$ cat config.mk
export PLATFORM = sky130hd
export DESIGN_NAME = frame_dispatcher
export DESIGN_NICKNAME = d
export VERILOG_FILES = /design/src/rtl/fractal_pkg.sv /design/src/rtl/rr_arbiter.sv /design/src/rtl/frame_dispatcher.sv
export SDC_FILE = /design/constraint.sdc
export NUM_CORES = 1
export LEC_CHECK = 0
export CAP_MARGIN = 20
export CORE_MARGIN = 10
export CORE_UTILIZATION = 45
export DETAILED_ROUTE_END_ITERATION = 7
export GPL_ROUTABILITY_DRIVEN = 0
export PLACE_DENSITY = 0.75
export SLEW_MARGIN = 25
export SYNTH_ARGS = -nofsm -noshare
export SYNTH_HDL_FRONTEND = slang
export SYNTH_SLANG_ARGS = --single-unit
$ cat constraint.sdc
create_clock -name clock -period 11.1 [get_ports clock]
set_input_delay 2.22 -clock clock [delete_from_list [all_inputs] [get_ports clock]]
set_output_delay 2.22 -clock clock [all_outputs]
set_load 0.005 [all_outputs]
$ cat src/rtl/fractal_pkg.sv
// Shared defaults and FSM encoding for the Mandelbrot frame pipeline.
package fractal_pkg;

  localparam int unsigned DefCoordW = 27;
  localparam int unsigned DefAddrW  = 19;

  typedef enum logic [2:0] {
    StIdle     = 3'd0,
    StLoad     = 3'd1,
    StDispatch = 3'd2,
    StDrain    = 3'd3,
    StDone     = 3'd4
  } disp_state_e;

endpackage

$ cat src/rtl/rr_arbiter.sv
// Combinational round-robin arbiter: lowest requester at or above ptr, wrapping modulo N.
module rr_arbiter #(
  parameter int unsigned N    = 4,
  parameter int unsigned IdxW = (N > 1) ? $clog2(N) : 1
) (
  input  logic [N-1:0]    req,
  input  logic [IdxW-1:0] ptr,
  output logic [N-1:0]    grant_onehot,
  output logic [IdxW-1:0] grant_idx,
  output logic            any
);

  logic [2*N-1:0] masked;

  always_comb begin
    // Upper copy covers lanes >= ptr, lower copy supplies the wrap-around.
    masked    = {req, req} & ({(2*N){1'b1}} << ptr);
    grant_idx = '0;
    for (int i = 2*N-1; i >= 0; i--) begin
      if (masked[i]) grant_idx = (i >= int'(N)) ? IdxW'(i - int'(N)) : IdxW'(i);
    end
    any          = |req;
    grant_onehot = any ? (N'(1) << grant_idx) : '0;
  end

endmodule

$ cat src/rtl/frame_dispatcher.sv
// Walks one frame's pixel grid in raster order and hands coordinates to solvers round-robin.
module frame_dispatcher #(
  parameter int unsigned NUM_SOLVERS = 29,
  parameter int unsigned WIDTH       = 640,
  parameter int unsigned HEIGHT      = 480,
  parameter int unsigned COORD_W     = fractal_pkg::DefCoordW,
  parameter int unsigned ADDR_W      = fractal_pkg::DefAddrW
) (
  input  logic                      clock,
  input  logic                      reset,
  input  logic                      start,
  input  logic signed [COORD_W-1:0] min_x,
  input  logic signed [COORD_W-1:0] min_y,
  input  logic signed [COORD_W-1:0] dx,
  input  logic signed [COORD_W-1:0] dy,
  input  logic [NUM_SOLVERS-1:0]    solver_ready,
  input  logic [NUM_SOLVERS-1:0]    solver_idle,
  output logic [NUM_SOLVERS-1:0]    job_valid,
  output logic signed [COORD_W-1:0] job_x,
  output logic signed [COORD_W-1:0] job_y,
  output logic [ADDR_W-1:0]         job_addr,
  output logic                      busy,
  output logic                      frame_done,
  output logic [31:0]               solve_time
);
  import fractal_pkg::*;

  localparam int unsigned PtrW = (NUM_SOLVERS > 1) ? $clog2(NUM_SOLVERS) : 1;
  localparam int unsigned ColW = (WIDTH > 1) ? $clog2(WIDTH) : 1;
  localparam int unsigned RowW = (HEIGHT > 1) ? $clog2(HEIGHT) : 1;

  localparam logic [ADDR_W-1:0] LastAddr = ADDR_W'(WIDTH * HEIGHT - 1);
  localparam logic [ColW-1:0]   LastCol  = ColW'(WIDTH - 1);
  localparam logic [PtrW-1:0]   LastLane = PtrW'(NUM_SOLVERS - 1);

  disp_state_e state_q, state_d;
  logic signed [COORD_W-1:0] min_x_q, min_x_d, dx_q, dx_d, dy_q, dy_d;
  logic signed [COORD_W-1:0] x_q, x_d, y_q, y_d;
  logic [ColW-1:0]   col_q, col_d;
  logic [RowW-1:0]   row_q, row_d;
  logic [ADDR_W-1:0] addr_q, addr_d;
  logic [PtrW-1:0]   ptr_q, ptr_d;
  logic [31:0]       timer_q, timer_d, solve_time_q, solve_time_d, timer_inc;

  logic [NUM_SOLVERS-1:0] grant_onehot;
  logic [PtrW-1:0]        grant_idx;
  logic                   grant_any;

  rr_arbiter #(
    .N    (NUM_SOLVERS),
    .IdxW (PtrW)
  ) u_arb (
    .req          (solver_ready),
    .ptr          (ptr_q),
    .grant_onehot (grant_onehot),
    .grant_idx    (grant_idx),
    .any          (grant_any)
  );

  assign timer_inc = (timer_q == 32'hFFFF_FFFF) ? timer_q : timer_q + 32'd1;

  always_comb begin
    state_d      = state_q;
    min_x_d      = min_x_q;
    dx_d         = dx_q;
    dy_d         = dy_q;
    x_d          = x_q;
    y_d          = y_q;
    col_d        = col_q;
    row_d        = row_q;
    addr_d       = addr_q;
    ptr_d        = ptr_q;
    timer_d      = timer_q;
    solve_time_d = solve_time_q;
    job_valid    = '0;

    unique case (state_q)
      StIdle: ;
      StLoad: begin
        min_x_d = min_x;
        dx_d    = dx;
        dy_d    = dy;
        x_d     = min_x;
        y_d     = min_y;
        col_d   = '0;
        row_d   = '0;
        addr_d  = '0;
        timer_d = 32'd1;  // cleared, then this LOAD cycle counted
        state_d = StDispatch;
      end
      StDispatch: begin
        timer_d = timer_inc;
        if (!start) begin
          job_valid = grant_onehot;
          if (grant_any) begin
            ptr_d = (grant_idx == LastLane) ? '0 : grant_idx + PtrW'(1);
            // Raster counters hold on the final pixel so they never leave the grid.
            if (addr_q == LastAddr) begin
              state_d = StDrain;
            end else begin
              addr_d = addr_q + ADDR_W'(1);
              if (col_q != LastCol) begin
                col_d = col_q + ColW'(1);
                x_d   = x_q + dx_q;
              end else begin
                col_d = '0;
                x_d   = min_x_q;
                row_d = row_q + RowW'(1);
                y_d   = y_q + dy_q;
              end
            end
          end
        end
      end
      StDrain: begin
        timer_d = timer_inc;
        if (&solver_idle) state_d = StDone;
      end
      StDone: begin
        solve_time_d = timer_q;
        state_d      = StIdle;
      end
      default: state_d = StIdle;
    endcase

    if (start) state_d = StLoad;
  end

  always_ff @(posedge clock) begin
    if (reset) begin
      state_q      <= StIdle;
      min_x_q      <= '0;
      dx_q         <= '0;
      dy_q         <= '0;
      x_q          <= '0;
      y_q          <= '0;
      col_q        <= '0;
      row_q        <= '0;
      addr_q       <= '0;
      ptr_q        <= '0;
      timer_q      <= '0;
      solve_time_q <= '0;
    end else begin
      state_q      <= state_d;
      min_x_q      <= min_x_d;
      dx_q         <= dx_d;
      dy_q         <= dy_d;
      x_q          <= x_d;
      y_q          <= y_d;
      col_q        <= col_d;
      row_q        <= row_d;
      addr_q       <= addr_d;
      ptr_q        <= ptr_d;
      timer_q      <= timer_d;
      solve_time_q <= solve_time_d;
    end
  end

  assign job_x      = x_q;
  assign job_y      = y_q;
  assign job_addr   = addr_q;
  assign solve_time = solve_time_q;
  assign frame_done = (state_q == StDone);
  assign busy       = (state_q == StLoad) || (state_q == StDispatch) || (state_q == StDrain);

endmodule

==> Implementation_results.wiki, run 1 <==
{| class="wikitable"
! Metric !! Value
|-
| Fraction of layout instances using a drive strength above 1 || 5.10%
|-
| Area of the core || 0.0304 mm2
|-
| Sw Ratio || 26.1%
|-
| H-tree levels || 1
|-
| Number of different library cells in the post-synthesis netlist || 97
|-
| Count of antenna-violating nets left after detailed routing || 0
|-
| Proportion of power drawn by combinational gates || 15.3%
|-
| Area Overhead vs Synth || 29.7%
|-
| Crit start category || input pin
|-
| Placed Area || 0.0170 mm2
|-
| Setup Viol. Count Final || 0
|-
| Maximum clock skew at final layout || 15.8 ps
|-
| Hold-fix buffers at CTS || 0
|-
| Drt first pass iters || 5
|-
| First-pass GRT wire length || 75,400 um
|-
| Antenna violations before repair || 1
|-
| Clock period minus final worst setup slack || 8020 ps
|-
| DRC violations left || 0
|-
| Cells after synthesis || 1,831
|-
| Unrepaired setup endpoints after global routing || false
|-
| Post-detailed-routing wire length || 46,800 um
|-
| CP arrival || 5800 ps
|-
| Worst min-delay path category || reg2reg
|-
| Clock power frac || 41.9%
|-
| Clock tree buffer depth || 3
|-
| Clock root buffer || clkbuf_16
|-
| Post-synthesis register bit count || 236
|-
| Internal power || 1560 uW
|-
| Static Leak || 0.00655 uW
|-
| Power density over the cells || 118 mW/mm2
|-
| Flop pwr share || 42.8%
|-
| Total number of vias || 14,393
|-
| Maximum number of pins on one net before global-route repair || 96
|-
| Kind of critical path || in2out
|-
| Maximum ir drop on the vdd rail || 119 uV
|-
| Total of warnings raised by yosys || 0
|-
| Mapped Nets || 2,061
|-
| Overall overflow remaining after global route || 0
|-
| Number of global-route vias before repair || 14,224
|-
| Post CTS Setup Buffer Count || 0
|-
| Pins Over Slew Limit || 0
|-
| Floorplan die area || 0.0381 mm2
|-
| Highest clock rate || 0.125 GHz
|-
| Share of synthesized area occupied by flip-flops and latches || 34.2%
|-
| Compound-Gate Fraction of Synth Area || 22.7%
|-
| Die Ht || 195 um
|-
| Die W || 195 um
|-
| Xor and xnor area share after synthesis || 5.57%
|-
| Portion of netlist area occupied by mux cells || 0.507%
|-
| Accumulated negative setup slack || 0 ps
|-
| Cells on Worst Hold Path || 2
|-
| Dominant combinational cell family by area after synthesis || simple AND/OR/NAND/NOR gates
|-
| Slew Limit Headroom || 30.5%
|-
| TritonCTS Buffers || 26
|-
| Element type at the critical path end || output pin
|-
| Final nets || 2,310
|-
| CP max FO || 5
|-
| Initial standard-cell utilization of the core || 45.4%
|-
| Number of cell instances on the worst register-to-register path || 13
|-
| CTS tree || built
|-
| Detailed placement HPWL || 33,600 um
|-
| Wire length per cell || 18.7 um
|-
| Run status || finished, final reports clean
|-
| Avg Inst Size Synth || 7.55 um2
|-
| Design Area, Final || 0.0179 mm2
|-
| Clock edge transition at the registers on the reported setup and hold paths || 60 ps
|-
| MaxCap Viol Count || 0
|-
| Number of input and output port buffers inserted || 304
|-
| I/O pin count || 305
|-
| Syn Std Cell Area || 0.0138 mm2
|-
| Vias per std cell || 5.76
|-
| DR iter-0 viols || 1,119
|-
| Transition time at the pin with the least slew margin || 1040 ps
|-
| Critical Path RT || 8880 ps
|-
| EDFF count, synth || 0
|-
| Most instantiated flip-flop cell in the synthesis netlist || dfxtp_1
|-
| Area share of fa/ha/maj cells after synthesis || 5.63%
|-
| Net switching power figure || 550 uW
|-
| Clock insertion delay at the later pin of the skew report || 540 ps
|-
| Number of instances resized during post-cts repair || 0
|-
| Fraction of registers with async set/reset || 0%
|-
| Hold Fails Final Rpt || 0
|-
| Global-route usage over all layers || 23.4%
|-
| Row count || 64
|-
| Clock sink count || 236
|-
| Final worst path period share || 72.2%
|-
| Synthesized-area fraction occupied by and/or/nand/nor cells || 26.9%
|}
[logic make-up (layout without fill, tap and decap cells)]
kind of cell	count (synthesis)	in the layout
AND/OR/NAND/NOR	803	803
AO/OA/AOI/OAI	499	499
flip-flops	236	236
buffers and inverters	137	406
XOR/XNOR	88	88
adder cells (fa/ha/maj)	61	61
multiplexers	7	7
other	0	1
[final timing paths]
check | to | slack, ps | start
setup / recovery | job_valid[11] | 3080 | solver_ready[8]
hold / removal | min_x_q[7]$_SDFFE_PP0P_ | 450 | min_x_q[7]$_SDFFE_PP0P_
setup reg to reg | ptr_q[3]$_SDFFE_PP0P_ | 6910 | ptr_q[4]$_SDFFE_PP0P_
hold reg to reg | min_x_q[7]$_SDFFE_PP0P_ | 450 | min_x_q[7]$_SDFFE_PP0P_
[routing by layer]
metal	global-route usage (%)	up-vias	part of all wire [%]	wire length [um]
met5	0	-	0	0
li1	-	6997	-	-
met3	4.56	90	7.6	3540
met1	29.8	6760	43	20200
met4	6.50	0	2.4	1110
met2	39.3	546	47	21900
[cells in the final DEF (no fill, tap or decap), types with 35 or more instances in the layout]
cell,n
dfxtp_1,236
xnor2_1,40
inv_1,38
clkdlybuf4s50_1,303
nand3_1,50
ha_1,59
nand2_1,360
o21ai_0,74
xor2_1,48
nor2_1,176
nor3_1,35
a21oi_1,216
[synth_stat cells, types with 15 or more instances]
| master | number | area [um2] |
|---|---|---|
| clkbuf_1 | 63 | 236 |
| nand3_1 | 50 | 250 |
| xor2_1 | 48 | 420 |
| a31oi_1 | 23 | 144 |
| nor3_1 | 35 | 175 |
| dfxtp_1 | 236 | 4720 |
| nor2_1 | 176 | 661 |
| and2_1 | 15 | 93.8 |
| and3_1 | 24 | 150 |
| buf_2 | 17 | 85.1 |
| nand4_1 | 33 | 206 |
| a21o_1 | 19 | 143 |
| a211oi_1 | 29 | 218 |
| inv_1 | 38 | 143 |
| o211ai_1 | 29 | 218 |
| xnor2_1 | 40 | 350 |
| ha_1 | 59 | 738 |
| nand2_1 | 361 | 1360 |
| o21ai_0 | 74 | 370 |
| a21oi_1 | 216 | 1080 |
| nor2b_1 | 20 | 125 |
[registers in the layout, summed over array words and instances, names as in the netlist]
| register | count |
|---|---|
| state_q | 3 |
| ptr_q | 5 |
| job_x | 27 |
| job_y | 27 |
| dx_q | 27 |
| min_x_q | 27 |
| dy_q | 27 |
| job_addr | 19 |
| solve_time | 32 |
| col_q | 10 |
| timer_q | 32 |
[power groups by stage]
stage	clock network [uW]	registers [uW]	logic [uW]
after global routing	924	906	354
after detailed placement	0	921	318
after floorplan	0	915	173
after CTS	895	903	321
final	882	903	323
after global placement	0	920	313
[per-stage QoR]
step	std cells	hold slack (ps)	total power, uW	util [%]	setup slack [ps]
6_report	2497	454	2110	58.9	3080
5_1_grt	2497	474	2180	58.9	2800
4_1_cts	2496	454	2120	58.9	3150
3_5_place_dp	2448	446	1240	56.0	3160
3_3_place_gp	2448	440	1230	56.0	3220
2_1_floorplan	1831	433	1090	-	4530
[critical path: stages]
cell,delay [ps]
clkdlybuf4s50_1,550
nor2_1,240
o31ai_1,90
a21oi_1,160
nand3_1,100
o22a_2,260
o311a_2,390
o21ai_0,450
and2_1,240
ha_1,210
ha_1,150
inv_1,80
nor2_1,120
clkdlybuf4s50_1,520
[layout make-up]
cell class / instances / area [um2]
Fill cell: 2771 / 12500
Timing Repair Buffer: 319 / 3160
Inverter: 39 / 159
Antenna cell: 1 / 2.50
Tap cell: 396 / 495
Clock inverter: 8 / 68.8
Sequential cell: 236 / 4720
Clock buffer: 40 / 815
Multi-Input combinational cell: 1458 / 8510
Note: power is estimated with default switching activity, not from simulation.
==> run 2: changes to the inputs <==
- PLACE_DENSITY: 0.75 -> 0.78
- clock period: 11.1 -> 6.5 ns (I/O delays scaled with it)
==> Implementation_results.wiki, run 2 (synthesized netlist as in run 1, its figures left out) <==
{| class="wikitable"
! Metric !! Value
|-
| MaxCap Viol Count || 0 (unchanged)
|-
| Slew Limit Headroom || 34.0% (+3.5 points)
|-
| Delay-heaviest family, CP || buffers and inverters
|-
| TritonCTS Buffers || 27 (+3.8%)
|-
| Maximum number of pins on one net before global-route repair || 90 (-6.3%)
|-
| Source of the worst register-to-register timing path || ptr_q[3]$_SDFFE_PP0P_
|-
| I/O pin count || 305 (unchanged)
|-
| Detailed placement HPWL || 33,200 um (-1.3%)
|-
| Area of the core || 0.0304 mm2 (unchanged)
|-
| Die Ht || 195 um (unchanged)
|-
| Highest clock rate || 0.161 GHz
|-
| Power density over the cells || 205 mW/mm2 (+74%)
|-
| Most common library cell in the layout ignoring fill and taps || nand2_1
|-
| Final nets || 2,310 (unchanged)
|-
| Fraction of layout instances using a drive strength above 1 || 5.14% (+0.045 points)
|-
| Worst stage delay on the critical path || 660 ps (+110 ps)
|-
| Clock sink count || 236 (unchanged)
|-
| Global-route usage over all layers || 22.6% (-0.81 points)
|-
| CTS tree || built
|-
| DRC violations left || 0 (unchanged)
|-
| Cell at the slowest stage of the critical path || clkdlybuf4s50_1
|-
| Run status || finished, final reports clean
|-
| Number of cell instances on the worst register-to-register path || 13 (unchanged)
|-
| Post CTS Setup Buffer Count || 0 (unchanged)
|-
| Setup Viol. Count Final || 0 (unchanged)
|-
| Clock root buffer || clkbuf_16
|-
| Hold-fix buffers at CTS || 0 (unchanged)
|-
| Combined buffer and inverter count along the critical path || 4 (+1)
|-
| Net switching power figure || 947 uW (+72%)
|-
| Total inserted antenna cells || 0 (-1)
|-
| Kind of critical path || in2out
|-
| Post-detailed-routing wire length || 45,700 um (-2.2%)
|-
| Clock power frac || 43.1% (+1.2 points)
|-
| Accumulated negative setup slack || 0 ps (unchanged)
|-
| Transition time at the pin with the least slew margin || 990 ps (-52.8 ps)
|-
| Crit start category || input pin
|-
| Startpoint of the tightest hold check path || min_x_q[11]$_SDFFE_PP0P_
|-
| Row count || 64 (unchanged)
|-
| Number of global-route vias before repair || 14,037 (-1.3%)
|-
| Worst path cell trace || clkdlybuf4s50_1, inv_1, a2111oi_0, a211oi_1, or3_1, a221o_2, a21o_2, inv_1, ha_1, nand2_1, nor2_1, clkdlybuf4s50_1
|-
| Sw Ratio || 25.7% (-0.32 points)
|-
| Vias per std cell || 5.78 (+0.31%)
|-
| Number of input and output port buffers inserted || 304 (unchanged)
|-
| Clock insertion delay at the later pin of the skew report || 540 ps (about the same)
|-
| Total number of vias || 14,438 (+0.31%)
|-
| Count of antenna-violating nets left after detailed routing || 0 (unchanged)
|-
| CP max FO || 9 (+4)
|-
| Critical Path Stages || 12 (-2)
|-
| Area Overhead vs Synth || 29.9%
|-
| Floorplan die area || 0.0381 mm2 (unchanged)
|-
| Area of the multi-input gates || 0.00851 mm2 (about the same)
|-
| Clock tree buffer depth || 3 (unchanged)
|-
| Critical path launch point || solver_ready[20]
|-
| FILL cells || 2,691 (-2.9%)
|-
| Pins Over Slew Limit || 0 (unchanged)
|-
| Initial standard-cell utilization of the core || 45.4% (unchanged)
|-
| Flop pwr share || 41.9% (-0.9 points)
|-
| Overall overflow remaining after global route || 0 (unchanged)
|-
| Static Leak || 0.00656 uW (+0.19%)
|-
| Internal power || 2730 uW (+75%)
|-
| Maximum ir drop on the vdd rail || 150 uV (+27%)
|-
| Unrepaired setup endpoints after global routing || false
|-
| Critical Path RT || 5200 ps (-3680 ps)
|-
| Clock period minus final worst setup slack || 6210 ps
|-
| Wire length per cell || 18.3 um (-2.2%)
|-
| DR iter-0 viols || 1,150 (+2.8%)
|-
| CP arrival || 4910 ps (-890 ps)
|-
| Final worst path period share || 95.6%
|-
| Antenna violations before repair || 1 (unchanged)
|-
| H-tree levels || 1 (unchanged)
|-
| Worst min-delay path category || reg2reg
|-
| Cells on Worst Hold Path || 2 (unchanged)
|-
| Element type at the critical path end || output pin
|-
| Maximum clock skew at final layout || 21.2 ps (+5.39 ps)
|-
| Drt first pass iters || 8 (+3)
|-
| Post-route core utilization || 59.0% (+0.13 points)
|-
| Hold Fails Final Rpt || 0 (unchanged)
|-
| Proportion of power drawn by combinational gates || 14.9% (-0.4 points)
|-
| Number of instances resized during post-cts repair || 0 (unchanged)
|-
| Register area || 0.00472 mm2 (unchanged)
|-
| Highest-count cells in the layout ignoring fill and taps || 359 x nand2_1, 303 x clkdlybuf4s50_1, 236 x dfxtp_1
|-
| Die W || 195 um (unchanged)
|-
| Clock edge transition at the registers on the reported setup and hold paths || 60 ps (about the same)
|-
| First-pass GRT wire length || 73,200 um (-2.9%)
|}
## run 2: through the flow
stage | area, um2 | setup slack (ps) | power [uW] | hold WS (ps) | cells
after floorplan | 13800 | 1770 | 1860 | 433 | 1831
after global placement | 17000 | 376 | 2100 | 439 | 2447
after detailed placement | 17000 | 373 | 2110 | 448 | 2447
after CTS | 18000 | 352 | 3700 | 456 | 2497
after global routing | 18000 | 4.79 | 3820 | 471 | 2497
final | 18000 | 289 | 3680 | 454 | 2497
## run 2: cell type report
type	count	area share, %
Clock buffer	36	4.17
Clock inverter	14	1.00
Inverter	39	0.884
Multi-Input combinational cell	1458	47.4
Sequential cell	236	26.3
Tap cell	396	2.76
Timing Repair Buffer	318	17.5
## run 2: worst paths after layout
check        slack, ps                        to
max                290             job_valid[16]
min                450  min_x_q[11]$_SDFFE_PP0P_
max reg2reg       2360     ptr_q[4]$_SDFFE_PP0P_
min reg2reg        450  min_x_q[11]$_SDFFE_PP0P_
## run 2: power groups by stage
| stage | logic (uW) | clock network (uW) | registers [uW] |
|---|---|---|---|
| 2_1_floorplan | 295 | 0 | 1560 |
| 3_3_place_gp | 531 | 0 | 1570 |
| 3_5_place_dp | 541 | 0 | 1570 |
| 4_1_cts | 545 | 1610 | 1540 |
| 5_1_grt | 600 | 1670 | 1550 |
| 6_report | 548 | 1590 | 1540 |
## run 2: worst min-delay path, stage by stage (launching register included)
cell and delay (ps):
dfxtp_1 300, nand2_1 50, a21oi_1 50
## run 2: metal layers
layer  routed length (um)  share of wire (%)  track usage, %
met2                21900                 48            38.9
met5                   12              0.026               0
met4                  912                2.0            5.54
met1                19000                 41            28.0
met3                 3910                8.5            4.83
==> run 3: changes to the inputs <==
- MAX_ROUTING_LAYER: not set -> met4
==> Implementation_results.wiki, run 3 (synthesized netlist as in run 1, its figures left out) <==
{| class="wikitable"
! Metric !! Value
|-
| Vias per std cell || 5.77 (-0.23%)
|-
| Post-detailed-routing wire length || 45,700 um (-0.11%)
|-
| First-pass GRT wire length || 73,200 um (about the same)
|-
| TritonCTS Buffers || 27 (unchanged)
|-
| Worst hold-check slack || 453 ps (-0.253 ps)
|-
| Clock edge transition at the registers on the reported setup and hold paths || 60 ps (about the same)
|-
| Unrepaired setup endpoints after global routing || false
|-
| Drt first pass iters || 6 (-2)
|-
| Row count || 64 (unchanged)
|-
| Final nets || 2,310 (unchanged)
|-
| DR iter-0 viols || 1,175 (+2.2%)
|-
| Critical Path RT || 5200 ps (about the same)
|-
| Clock sink count || 236 (unchanged)
|-
| I/O pin count || 305 (unchanged)
|-
| Initial standard-cell utilization of the core || 45.4% (unchanged)
|-
| Die Ht || 195 um (unchanged)
|-
| Number of instances resized during post-cts repair || 0 (unchanged)
|-
| Kind of critical path || in2out
|-
| Clock insertion delay at the later pin of the skew report || 540 ps (about the same)
|-
| Worst min-delay path category || reg2reg
|-
| DRC violations left || 0 (unchanged)
|-
| MaxCap Viol Count || 0 (unchanged)
|-
| Transition time at the pin with the least slew margin || 1020 ps (+26.2 ps)
|-
| Hold Fails Final Rpt || 0 (unchanged)
|-
| PnR worst setup slack || 244 ps (-44.1 ps)
|-
| Static Leak || 0.00656 uW (about the same)
|-
| Total number of vias || 14,410 (-0.19%)
|-
| Power density over the cells || 205 mW/mm2 (about the same)
|-
| Crit start category || input pin
|-
| Floorplan die area || 0.0381 mm2 (unchanged)
|-
| Post CTS Setup Buffer Count || 0 (unchanged)
|-
| Highest-count cells in the layout ignoring fill and taps || 359 x nand2_1, 303 x clkdlybuf4s50_1, 236 x dfxtp_1
|-
| Detailed placement HPWL || 33,200 um (unchanged)
|-
| Run status || finished, final reports clean
|-
| Pins Over Slew Limit || 0 (unchanged)
|-
| Area Overhead vs Synth || 30.0% (about the same)
|-
| Overall overflow remaining after global route || 0 (unchanged)
|-
| Maximum clock skew at final layout || 18.3 ps (-2.89 ps)
|-
| Design Area, Final || 0.0180 mm2 (about the same)
|-
| Antenna violations before repair || 1 (unchanged)
|-
| Element type at the critical path end || output pin
|-
| Maximum ir drop on the vdd rail || 151 uV (+0.38%)
|-
| Worst slack, placed || 373 ps (unchanged)
|-
| FILL cells || 2,692 (+0.037%)
|-
| CP arrival || 4960 ps (+50 ps)
|-
| CP max FO || 9 (unchanged)
|-
| Clock period minus final worst setup slack || 6260 ps (+44.1 ps)
|-
| Most common library cell in the layout ignoring fill and taps || nand2_1
|-
| Clock tree buffer depth || 3 (unchanged)
|-
| Hold-fix buffers at CTS || 0 (unchanged)
|-
| H-tree levels || 1 (unchanged)
|-
| Count of antenna-violating nets left after detailed routing || 0 (unchanged)
|-
| Die W || 195 um (unchanged)
|-
| Fraction of layout instances using a drive strength above 1 || 5.14% (unchanged)
|-
| Area of the core || 0.0304 mm2 (unchanged)
|-
| CTS tree || built
|-
| Placed Area || 0.0170 mm2 (unchanged)
|-
| Number of input and output port buffers inserted || 304 (unchanged)
|-
| Slew Limit Headroom || 32.2% (-1.7 points)
|-
| Accumulated negative setup slack || 0 ps (unchanged)
|-
| Wire length per cell || 18.3 um (-0.15%)
|-
| Final worst path period share || 96.2% (+0.68 points)
|-
| Clock root buffer || clkbuf_16
|-
| Highest clock rate || 0.160 GHz (-0.70%)
|-
| Global-route usage over all layers || 23.2% (+0.63 points)
|-
| Maximum number of pins on one net before global-route repair || 90 (unchanged)
|-
| Number of global-route vias before repair || 14,042 (+0.036%)
|-
| Setup Viol. Count Final || 0 (unchanged)
|}
## run 3: changes by cell type in the layout (fill, tap and decap cells not counted)
| cell | before | now |
|---|---|---|
| diode_2 | 0 | 1 |
## run 3: cell type report
| cell class | instances | area, um2 | share of cell area (%) |
|---|---|---|---|
| repair buffers | 318 | 3150 | 17.5 |
| diodes | 1 | 2.50 | 0.0139 |
| multi-input cells | 1458 | 8510 | 47.4 |
| well taps | 396 | 495 | 2.76 |
| flip-flops and latches | 236 | 4720 | 26.3 |
| clock buffers | 36 | 749 | 4.17 |
| clock inverters | 14 | 180 | 1.00 |
| inverters | 39 | 159 | 0.884 |
## run 3: per-layer routing
layer  track usage, %  up-vias  share of wire [%]
met4             5.54        0                2.0
met3             3.99       71                7.8
met1             28.5     6697                 42
met5                -        -                  0
li1                 -     6982                  -
met2             38.8      660                 48
## run 3: path summary, 6_finish.rpt
check / start / depth (start not counted) / end / slack [ps]
hold / removal: min_x_q[11]$_SDFFE_PP0P_ / 2 / min_x_q[11]$_SDFFE_PP0P_ / 450
hold reg to reg: min_x_q[11]$_SDFFE_PP0P_ / 2 / min_x_q[11]$_SDFFE_PP0P_ / 450
setup / recovery: solver_ready[20] / 12 / job_valid[16] / 240
setup reg to reg: ptr_q[4]$_SDFFE_PP0P_ / 13 / ptr_q[4]$_SDFFE_PP0P_ / 2360
## run 3: per-stage QoR
| step | instances | power (uW) | utilization [%] |
|---|---|---|---|
| floorplan | 1831 | 1860 | - |
| global placement | 2447 | 2100 | 56.0 |
| detailed placement | 2447 | 2110 | 56.0 |
| CTS | 2497 | 3700 | 59.0 |
| global route | 2498 | 3820 | 59.1 |
| finish | 2498 | 3680 | 59.1 |
## run 3: critical path, cell delays in order
cell and delay, ps:
clkdlybuf4s50_1 670, inv_1 70, a2111oi_0 590, a211oi_1 150, or3_1 360, a221o_2 420
a21o_2 240, inv_1 140, ha_1 220, nand2_1 130, nor2_1 130, clkdlybuf4s50_1 520
## run 3: power breakdown
part	internal, uW	switching [uW]
sequential	1500	43.5
clock	969	617
combinational	263	285
total	2730	946
